<file path="config.mk">
export PLATFORM = sky130hd
export DESIGN_NAME = hd44780_lcd_controller
export DESIGN_NICKNAME = d
export VERILOG_FILES = /design/src/rtl/hd44780_lcd_controller.sv
export SDC_FILE = /design/constraint.sdc
export NUM_CORES = 1
export LEC_CHECK = 0
export CORE_AREA = 10 10 91 93
export CTS_CLUSTER_SIZE = 30
export DETAILED_ROUTE_END_ITERATION = 12
export DIE_AREA = 0 0 101 103
export GPL_ROUTABILITY_DRIVEN = 0
export HOLD_SLACK_MARGIN = 0.08
export SLEW_MARGIN = 10
export SYNTH_ARGS = -nofsm -noshare
export SYNTH_HDL_FRONTEND = slang
export SYNTH_SLANG_ARGS = --single-unit
</file>
<file path="constraint.sdc">
create_clock -name CLK_I -period 1.8 [get_ports CLK_I]
set_input_delay 0.18 -clock CLK_I [delete_from_list [all_inputs] [get_ports CLK_I]]
set_output_delay 0.18 -clock CLK_I [all_outputs]
set_load 0.02 [all_outputs]
</file>
<file path="src/rtl/hd44780_lcd_controller.sv">
// -----------------------------------------------------------------------------
// hd44780_lcd_controller
//   Wishbone-style slave that writes one byte (plus register-select) per
//   accepted strobe to an HD44780 character LCD wired in 4-bit mode. Each byte
//   goes out as high nybble then low nybble, each in a fixed-length slot with
//   an E pulse. The controller then waits out the command execution time
//   before accepting the next byte. A free-running counter drives a heartbeat
//   LED.
//
//   Optional feature macro: H4_POWERON_INIT_EN
//     When defined, the controller runs the 4-bit power-on init sequence after
//     reset release (busy held high throughout).
//
// Ports
//   CLK_I        in   system clock, rising edge
//   RST_I        in   asynchronous active-low reset
//   STB_I        in   request strobe (accepted only while busy is low)
//   i_rs         in   register select for the byte (0 command, 1 data)
//   i_lcd_data   in   byte to send
//   busy         out  byte or init in progress; strobes ignored while high
//   alive_led    out  heartbeat, MSB of a free-running counter
//   o_rs         out  LCD RS pin
//   o_lcd_data   out  LCD D7..D4 pins
//   o_e          out  LCD E pin
// -----------------------------------------------------------------------------
module hd44780_lcd_controller #(
    parameter int T_AS       = 1,
    parameter int T_PWEH     = 6,
    parameter int T_AH       = 1,
    parameter int T_EPAD     = 7,
    parameter int DLY_CMD    = 636,
`ifdef H4_POWERON_INIT_EN
    parameter int DLY_100MS  = 1200000,
    parameter int DLY_4P1MS  = 49200,
    parameter int DLY_3MS    = 36000,
    parameter int DLY_100US  = 1200,
`endif
    parameter int BLINK_BITS = 23
) (
    input  logic       CLK_I,
    input  logic       RST_I,
    input  logic       STB_I,
    input  logic       i_rs,
    input  logic [7:0] i_lcd_data,
    output logic       busy,
    output logic       alive_led,
    output logic       o_rs,
    output logic [3:0] o_lcd_data,
    output logic       o_e
);

    function automatic int max2(input int a, input int b);
        return (a > b) ? a : b;
    endfunction

    localparam int NS = T_AS + T_PWEH + T_AH + T_EPAD + 1;
`ifdef H4_POWERON_INIT_EN
    localparam int MAX_DLY = max2(max2(max2(NS, DLY_CMD), max2(DLY_100MS, DLY_4P1MS)),
                                  max2(DLY_3MS, DLY_100US));
`else
    localparam int MAX_DLY = max2(NS, DLY_CMD);
`endif
    localparam int CNT_W = $clog2(MAX_DLY + 1);

    localparam logic [CNT_W-1:0] SLOT_LAST = CNT_W'(NS - 1);
    localparam logic [CNT_W-1:0] E_ON      = CNT_W'(T_AS);
    localparam logic [CNT_W-1:0] E_OFF     = CNT_W'(T_AS + T_PWEH);

    typedef enum logic [2:0] {
        S_IDLE     = 3'd0,
        S_HI       = 3'd1,
        S_LO       = 3'd2,
        S_WAIT     = 3'd3,
        S_PWR      = 3'd4,
        S_INIT_NYB = 3'd5
    } state_t;

`ifdef H4_POWERON_INIT_EN
    // Steps 0..3 are single nybbles, 4..8 full bytes; STEP_DONE marks normal operation.
    localparam logic [3:0] STEP_DONE = 4'd9;

    function automatic logic [7:0] init_item(input logic [3:0] step);
        case (step)
            4'd0, 4'd1, 4'd2: init_item = 8'h03;
            4'd3:             init_item = 8'h02;
            4'd4:             init_item = 8'h28;
            4'd5:             init_item = 8'h08;
            4'd6:             init_item = 8'h01;
            4'd7:             init_item = 8'h06;
            4'd8:             init_item = 8'h0C;
            default:          init_item = 8'h00;
        endcase
    endfunction

    function automatic logic [CNT_W-1:0] init_nyb_wait(input logic [3:0] step);
        case (step)
            4'd0:    init_nyb_wait = CNT_W'(DLY_4P1MS);
            default: init_nyb_wait = CNT_W'(DLY_100US);
        endcase
    endfunction

    logic [3:0] r_step, w_step_nxt;
    logic [7:0] w_item;
`endif

    state_t               r_state, w_state_nxt;
    logic [CNT_W-1:0]     r_cnt, w_cnt_nxt;
    logic [CNT_W-1:0]     r_dly, w_dly_nxt;
    logic [3:0]           r_lo, w_lo_nxt;
    logic [3:0]           r_data, w_data_nxt;
    logic                 r_rs, w_rs_nxt;
    logic                 r_busy, w_busy_nxt;
    logic                 r_e, w_e_nxt;
    logic [BLINK_BITS-1:0] r_blink;

    // Next-state, timer and pin values for the byte/init sequencer.
    always_comb begin
        w_state_nxt = r_state;
        w_cnt_nxt   = r_cnt + CNT_W'(1);
        w_dly_nxt   = r_dly;
        w_lo_nxt    = r_lo;
        w_data_nxt  = r_data;
        w_rs_nxt    = r_rs;
        w_busy_nxt  = r_busy;
`ifdef H4_POWERON_INIT_EN
        w_step_nxt  = r_step;
        w_item      = init_item(r_step + 4'd1);
`endif
        case (r_state)
            S_IDLE: begin
                w_cnt_nxt = CNT_W'(0);
                if (STB_I) begin
                    w_state_nxt = S_HI;
                    w_data_nxt  = i_lcd_data[7:4];
                    w_lo_nxt    = i_lcd_data[3:0];
                    w_rs_nxt    = i_rs;
                    w_busy_nxt  = 1'b1;
                end else begin
                    w_busy_nxt  = 1'b0;
                end
            end
            S_HI: begin
                if (r_cnt == SLOT_LAST) begin
                    w_state_nxt = S_LO;
                    w_cnt_nxt   = CNT_W'(0);
                    w_data_nxt  = r_lo;
                end else begin
                    w_cnt_nxt   = r_cnt + CNT_W'(1);
                end
            end
            S_LO: begin
                if (r_cnt == SLOT_LAST) begin
                    w_state_nxt = S_WAIT;
                    w_cnt_nxt   = CNT_W'(0);
`ifdef H4_POWERON_INIT_EN
                    // Clear-display (init step 6) needs the long execution delay.
                    w_dly_nxt   = (r_step == 4'd6) ? CNT_W'(DLY_3MS) : CNT_W'(DLY_CMD);
`else
                    w_dly_nxt   = CNT_W'(DLY_CMD);
`endif
                end else begin
                    w_cnt_nxt   = r_cnt + CNT_W'(1);
                end
            end
            S_WAIT: begin
                if (r_cnt == (r_dly - CNT_W'(1))) begin
                    w_cnt_nxt = CNT_W'(0);
`ifdef H4_POWERON_INIT_EN
                    if (r_step < 4'd8) begin
                        w_step_nxt = r_step + 4'd1;
                        w_rs_nxt   = 1'b0;
                        if (r_step < 4'd3) begin
                            w_state_nxt = S_INIT_NYB;
                            w_data_nxt  = w_item[3:0];
                        end else begin
                            w_state_nxt = S_HI;
                            w_data_nxt  = w_item[7:4];
                            w_lo_nxt    = w_item[3:0];
                        end
                    end else begin
                        w_step_nxt  = STEP_DONE;
                        w_state_nxt = S_IDLE;
                        w_busy_nxt  = 1'b0;
                    end
`else
                    w_state_nxt = S_IDLE;
                    w_busy_nxt  = 1'b0;
`endif
                end else begin
                    w_cnt_nxt = r_cnt + CNT_W'(1);
                end
            end
`ifdef H4_POWERON_INIT_EN
            S_PWR: begin
                if (r_cnt == (r_dly - CNT_W'(1))) begin
                    w_state_nxt = S_INIT_NYB;
                    w_cnt_nxt   = CNT_W'(0);
                    w_data_nxt  = 4'h3;
                    w_rs_nxt    = 1'b0;
                end else begin
                    w_cnt_nxt   = r_cnt + CNT_W'(1);
                end
            end
            S_INIT_NYB: begin
                if (r_cnt == SLOT_LAST) begin
                    w_state_nxt = S_WAIT;
                    w_cnt_nxt   = CNT_W'(0);
                    w_dly_nxt   = init_nyb_wait(r_step);
                end else begin
                    w_cnt_nxt   = r_cnt + CNT_W'(1);
                end
            end
`endif
            default: begin
                w_state_nxt = S_IDLE;
                w_cnt_nxt   = CNT_W'(0);
                w_busy_nxt  = 1'b0;
            end
        endcase
        // E is registered, so decide it from the slot position of the next cycle.
        w_e_nxt = ((w_state_nxt == S_HI) || (w_state_nxt == S_LO) || (w_state_nxt == S_INIT_NYB))
                  && (w_cnt_nxt >= E_ON) && (w_cnt_nxt < E_OFF);
    end

    // Sequencer state, timer and registered LCD pins.
    always_ff @(posedge CLK_I or negedge RST_I) begin
        if (!RST_I) begin
`ifdef H4_POWERON_INIT_EN
            r_state <= S_PWR;
            r_busy  <= 1'b1;
            r_dly   <= CNT_W'(DLY_100MS);
`else
            r_state <= S_IDLE;
            r_busy  <= 1'b0;
            r_dly   <= CNT_W'(0);
`endif
            r_cnt   <= CNT_W'(0);
            r_lo    <= 4'h0;
            r_data  <= 4'h0;
            r_rs    <= 1'b0;
            r_e     <= 1'b0;
        end else begin
            r_state <= w_state_nxt;
            r_busy  <= w_busy_nxt;
            r_dly   <= w_dly_nxt;
            r_cnt   <= w_cnt_nxt;
            r_lo    <= w_lo_nxt;
            r_data  <= w_data_nxt;
            r_rs    <= w_rs_nxt;
            r_e     <= w_e_nxt;
        end
    end

`ifdef H4_POWERON_INIT_EN
    // Init step index.
    always_ff @(posedge CLK_I or negedge RST_I) begin
        if (!RST_I) begin
            r_step <= 4'd0;
        end else begin
            r_step <= w_step_nxt;
        end
    end
`endif

    // Free-running heartbeat counter.
    always_ff @(posedge CLK_I or negedge RST_I) begin
        if (!RST_I) begin
            r_blink <= BLINK_BITS'(0);
        end else begin
            r_blink <= r_blink + BLINK_BITS'(1);
        end
    end

    assign busy       = r_busy;
    assign alive_led  = r_blink[BLINK_BITS-1];
    assign o_rs       = r_rs;
    assign o_lcd_data = r_data;
    assign o_e        = r_e;

endmodule

</file>
==> impl_metrics.ini, run 1 <==
[floorplanning]
dieArea_um2 = 10400
die-width_um = 101
initial_core_util_pct = 33.7
row_count = 30
num_io_pins = 20
die_height_um = 103
coreArea_um2 = 6570

[sta]
min_period_over_period_pct = 99.9
slew_violations = 0
skew_ns = 0.0110
min_period_ns = 1.80
setup_viol = 0
max_freq_mhz = 556
tightestPinTransition_ns = 0.516
fin_tns_setup_ns = 0
report.final.hold_viol_count = 0
finalWorstSetupSlack_ns = 0.00267
slew_headroom_pct = 65.6
rsz0062_at_grt = yes

[cts]
path_clk_slew_ns = 0.10
htree_levels = 2
cts.sinks = 48
clock_path_buffers = 2
cts_buffers = 5
post-cts-setup-buffers = 0
clock_latency_ns = 0.31
cts-root-buf = clkbuf_8
cts_tree = done

[global_route]
grt_pass1_vias = 1584
met1_usage_pct = 11.2
grt-ovfl-total = 0
grt_max_degree = 29
grt.busiest_layer = met2
grt_use_met2_pct = 13.3
grt_use_total_pct = 8.72
grt_pass1_wl_um = 7310
antenna_found_initial = 0
use_met3_pct = 2.61

[worst_setup_path]
crit_chain = or4b_4 > a211oi_2 > nor3_2 > a21oi_4 > nor2b_1
crit_fanout = 9
ff2ff_path_depth = 5
crit_slowest_cell = or4b_4
critPathRequiredTime_ns = 1.98
arrival_ns = 1.98
worstReg2RegStart = r_cnt[7]
cpPeakStageDelay_ns = 0.53
crit_type = reg -> reg
cp-end-kind = flip-flop
setup.worst_path.start = r_cnt[7]
startpoint_type = flip-flop

[power]
cellPowerDensity_nw_per_um2 = 795
power.total_uw = 2190
leakagePower_uw = 0.00115
peakVddDrop_uv = 473

[placement]
place_ws_ns = 0.0310
dp_hpwl_um = 2990
portBuffers = 19

[drt]
antenna_left = 0
drc = 0
routed_via_density = 4.86
vias = 1513
drt_pre_antenna_iters = 4
wire_per_inst_um = 13.7
wl_um = 4250
first_iter_violations = 53

[final_layout]
multi_input_area_um2 = 1020
fin_nets = 244
n_fill_cell = 610
regArea_um2 = 1200
area_growth_pct = 24.5
drive_above_1_share_pct = 19.9
antennaDiodeCount = 0
layout_commonest_cell = dfrtp_1
mostFrequentLayoutCells = 48 x dfrtp_1, 23 x xnor2_1, 18 x clkdlybuf4s50_1, 16 x nor2_1, 15 x nand3_1

[yosys]
synthFlopType = dfrtp_1
ys_seq_area_share_pct = 54.2
yosysWarnings = 0
avgSynthCellArea_um2 = 11.4
syn_inst = 194
synth.area.top_cells = dfrtp_1 54%, xnor2_1 9.1%, xor2_1 3.6%
async_flop_share_pct = 100
synth_seq_cells = 48
yosysTopAreaCell = dfrtp_1
syn_area_um2 = 2220
synth.distinct_cells = 42
synth_top_area_share_pct = 54.2
synth_edf_count = 0
syn_nets = 208

[status]
status = finished, final reports clean

[min_path]
hold_path.class = in -> async

[job]
max_cap_violations = 0
final timing paths:
check,to,slack [ns]
min in group CLK_I,r_blink[0],0.46
setup / recovery,r_cnt[1],0.003
hold / removal,r_blink[20],0.37
max in group asynchronous,r_blink[13],0.90
setup reg to reg,r_cnt[1],0.003
hold reg to reg,r_blink[0],0.46
layout make-up:
cell class                      count  share of cell area [%]
Inverter                            4                   0.544
Clock buffer                        6                    2.99
Multi-Input combinational cell    138                    36.8
Clock inverter                      2                    1.41
Sequential cell                    48                    43.5
Timing Repair Buffer               33                    11.1
Tap cell                           80                    3.63
flip-flops by register name, summed over array words and instances (netlist names):
register    cells
r_state         3
o_rs            1
o_lcd_data      4
r_lo            4
busy            1
r_blink        23
r_cnt          10
o_e             1
r_dly           1
per-stage QoR:
| stage | hold slack, ns | cells | cell area (um2) | utilization (%) |
|---|---|---|---|---|
| after global placement | 0.182 | 302 | 2600 | 39.6 |
| after CTS | 0.387 | 311 | 2730 | 41.6 |
| after detailed placement | 0.193 | 302 | 2600 | 39.6 |
| final | 0.373 | 311 | 2760 | 42.0 |
| after floorplan | -0.116 | 194 | 2220 | - |
| after global routing | 0.412 | 311 | 2760 | 42.0 |
synth_stat cells (all sizes together), types with 3 or more instances:
library cell   n
inv            4
nand4          6
o221a          4
nand3         15
xnor2         23
xor2           9
nor3           6
mux2           6
o21ai          3
nand2         11
nor2          16
nand2b         8
a21oi          3
dfrtp         48
critical path: cells and delay by family, from the launching register on:
kind,cells,cell delay [ns]
AOI/OAI and AO/OA,2,0.57
and+or+nand+nor,3,0.72
DFF,1,0.39
kinds of logic (layout without fill, tap and decap cells):
family | Yosys count | after routing | synth area share, %
mux | 6 | 6 | 3.05
other cells | 1 | 1 | 0.169
xor+xnor | 32 | 32 | 12.6
compound gates | 18 | 18 | 6.95
fa+ha+maj | 2 | 2 | 1.13
buf+inv | 8 | 45 | 1.81
simple gates | 79 | 79 | 20.0
flops | 48 | 48 | 54.2
repair_timing:
action	CTS	global route
setup endpoints to repair	0	10
endpoints found under the hold margin	20	0
gates resized for setup	0	5
hold buffers	1	0
where the power goes:
part           leakage, uW  switching [uW]  total (uW)  internal [uW]
registers         0.000627            28.3        1150           1120
logic             0.000462            92.3         205            112
clock network    0.0000614             384         839            455
total              0.00115             504        2190           1690
per-layer routing:
layer	routed length [um]	part of all wire, %
met1	2010	47
met2	1960	46
met3	202	4.7
met4	81	1.9
met5	0	0
(Power assumes the default switching activity.)
==> run 2, diff against run 1 <==
CORE_AREA = 10 10 82 84   (was 10 10 91 93)
DIE_AREA = 0 0 92 94   (was 0 0 101 103)
PLACE_DENSITY = 0.65   (was unset)
REMOVE_ABC_BUFFERS = 1   (was unset)
==> impl_metrics.ini, run 2 (synthesis gave the netlist of run 1 again) <==
[cts]
cts_tree = done
cts.sinks = 48
post-cts-setup-buffers = 0
clock_path_buffers = 2
cts_buffers = 5
htree_levels = 2
path_clk_slew_ns = 0.09
clock_latency_ns = 0.30
cts-root-buf = clkbuf_8

[sta]
max_freq_mhz = 593
report.final.hold_viol_count = 0
slew_headroom_pct = 56.1
rsz0062_at_grt = no
tightestPinTransition_ns = 0.658
min_period_over_period_pct = 93.7
min_period_ns = 1.69
timing.hold.ws_ns = 0.450
slew_violations = 0
setup_viol = 0
skew_ns = 0.00273

[global_route]
grt_use_total_pct = 10.0
use_met3_pct = 3.28
met1_usage_pct = 12.1
grt_pass1_vias = 1560
grt.busiest_layer = met2
grt-ovfl-total = 0
grt_max_degree = 31
grt_pass1_wl_um = 7060
grt_use_met2_pct = 16.1
antenna_found_initial = 0

[final_layout]
finalInstanceArea_um2 = 2710
area_growth_pct = 22.4
antennaDiodeCount = 0
top_register = r_blink
top_regs = r_blink x23, r_cnt x10
layout_commonest_cell = dfrtp_1
fin_nets = 247
drive_above_1_share_pct = 19.7
largest_reg_flops = 23
mostFrequentLayoutCells = 48 x dfrtp_1, 23 x xnor2_1, 18 x clkdlybuf4s50_1, 16 x nor2_1

[drt]
vias = 1499
drt_pre_antenna_iters = 4
routed_via_density = 4.95
wl_um = 4130
first_iter_violations = 60
wire_per_inst_um = 13.6
antenna_left = 0
drc = 0

[min_path]
hold_path.class = in -> async

[worst_setup_path]
critPathRequiredTime_ns = 1.99
ff2ff_path_depth = 5
cp-end-kind = flip-flop
cpPeakStageDelay_ns = 0.39
crit_fanout = 7
crit_chain = buf_4 > nor4_4 > nand3b_2 > or3_4 > o221a_2
startpoint_type = flip-flop
crit_type = reg -> reg
crit_slowest_cell = dfrtp_1
arrival_ns = 1.88

[power]
peakVddDrop_uv = 521
cellPowerDensity_nw_per_um2 = 743
leakagePower_uw = 0.00113

[status]
status = finished, final reports clean

[floorplanning]
die-width_um = 92
initial_core_util_pct = 43.7
row_count = 26
die_height_um = 94
num_io_pins = 20
coreArea_um2 = 5070
dieArea_um2 = 8650

[job]
max_cap_violations = 0

[placement]
portBuffers = 19
dp_hpwl_um = 2980
place_area_um2 = 2580
run 2: report_power, final:
group	internal (uW)	switching [uW]	total (uW)
clock	307	353	660
combinational	113	92.1	205
sequential	1120	28.9	1150
total	1540	474	2010
run 2: stage by stage:
stage,worst slack [ns],power [uW],std cells,setup TNS (ns),util [%]
finish,0.114,2010,303,0,53.4
global route,0.00941,2110,303,0,53.4
CTS,0.0312,2040,302,0,52.9
detailed placement,0.0562,1380,294,0,50.9
global placement,0.0938,1370,294,0,50.9
floorplan,-0.256,1260,190,-2.21,-
run 2: layer usage:
layer  vias to the layer above  routed length [um]
met5                         -                   0
met4                         0                  55
met3                         7                 169
met2                        19                1970
met1                       722                1930
li1                        751                   -
run 2: worst paths after layout:
kind                            start             to  slack [ns]
min in group CLK_I         r_blink[0]     r_blink[0]        0.46
max reg2reg                  r_cnt[7]  o_lcd_data[0]        0.11
max                          r_cnt[7]  o_lcd_data[0]        0.11
max in group asynchronous       RST_I    r_blink[22]        0.72
min                             RST_I  o_lcd_data[0]        0.45
min reg2reg                r_blink[0]     r_blink[0]        0.46
run 2: worst max-delay path: cells and delay by family, from the launching register on:
kind                   cells  cell delay [ns]
AO/OA/AOI/OAI              1             0.28
buffers and inverters      1             0.17
flip-flops                 1             0.39
AND/OR/NAND/NOR            3             0.75
run 2: what timing repair did:
action,in CTS,in global routing
endpoints found under the hold margin,28,0
hold buffers,1,0
resized for setup,0,3
endpoints found under the setup margin,0,10
run 2: final cells by class:
class | count | area [um2]
tap | 70 | 87.6
inverter | 4 | 15.0
timing repair buffer | 35 | 308
clock buffer | 6 | 82.6
clock inverter | 1 | 8.76
fill | 455 | 2360
multi-input combinational | 139 | 1010
sequential | 48 | 1200
==> run 3, diff against run 2 <==
CTS_BUF_LIST = sky130_fd_sc_hd__clkbuf_4 sky130_fd_sc_hd__clkbuf_8   (was unset)
==> results of run 3 <==
Same layout as run 2: the final DEF is identical, and so are final timing and power.
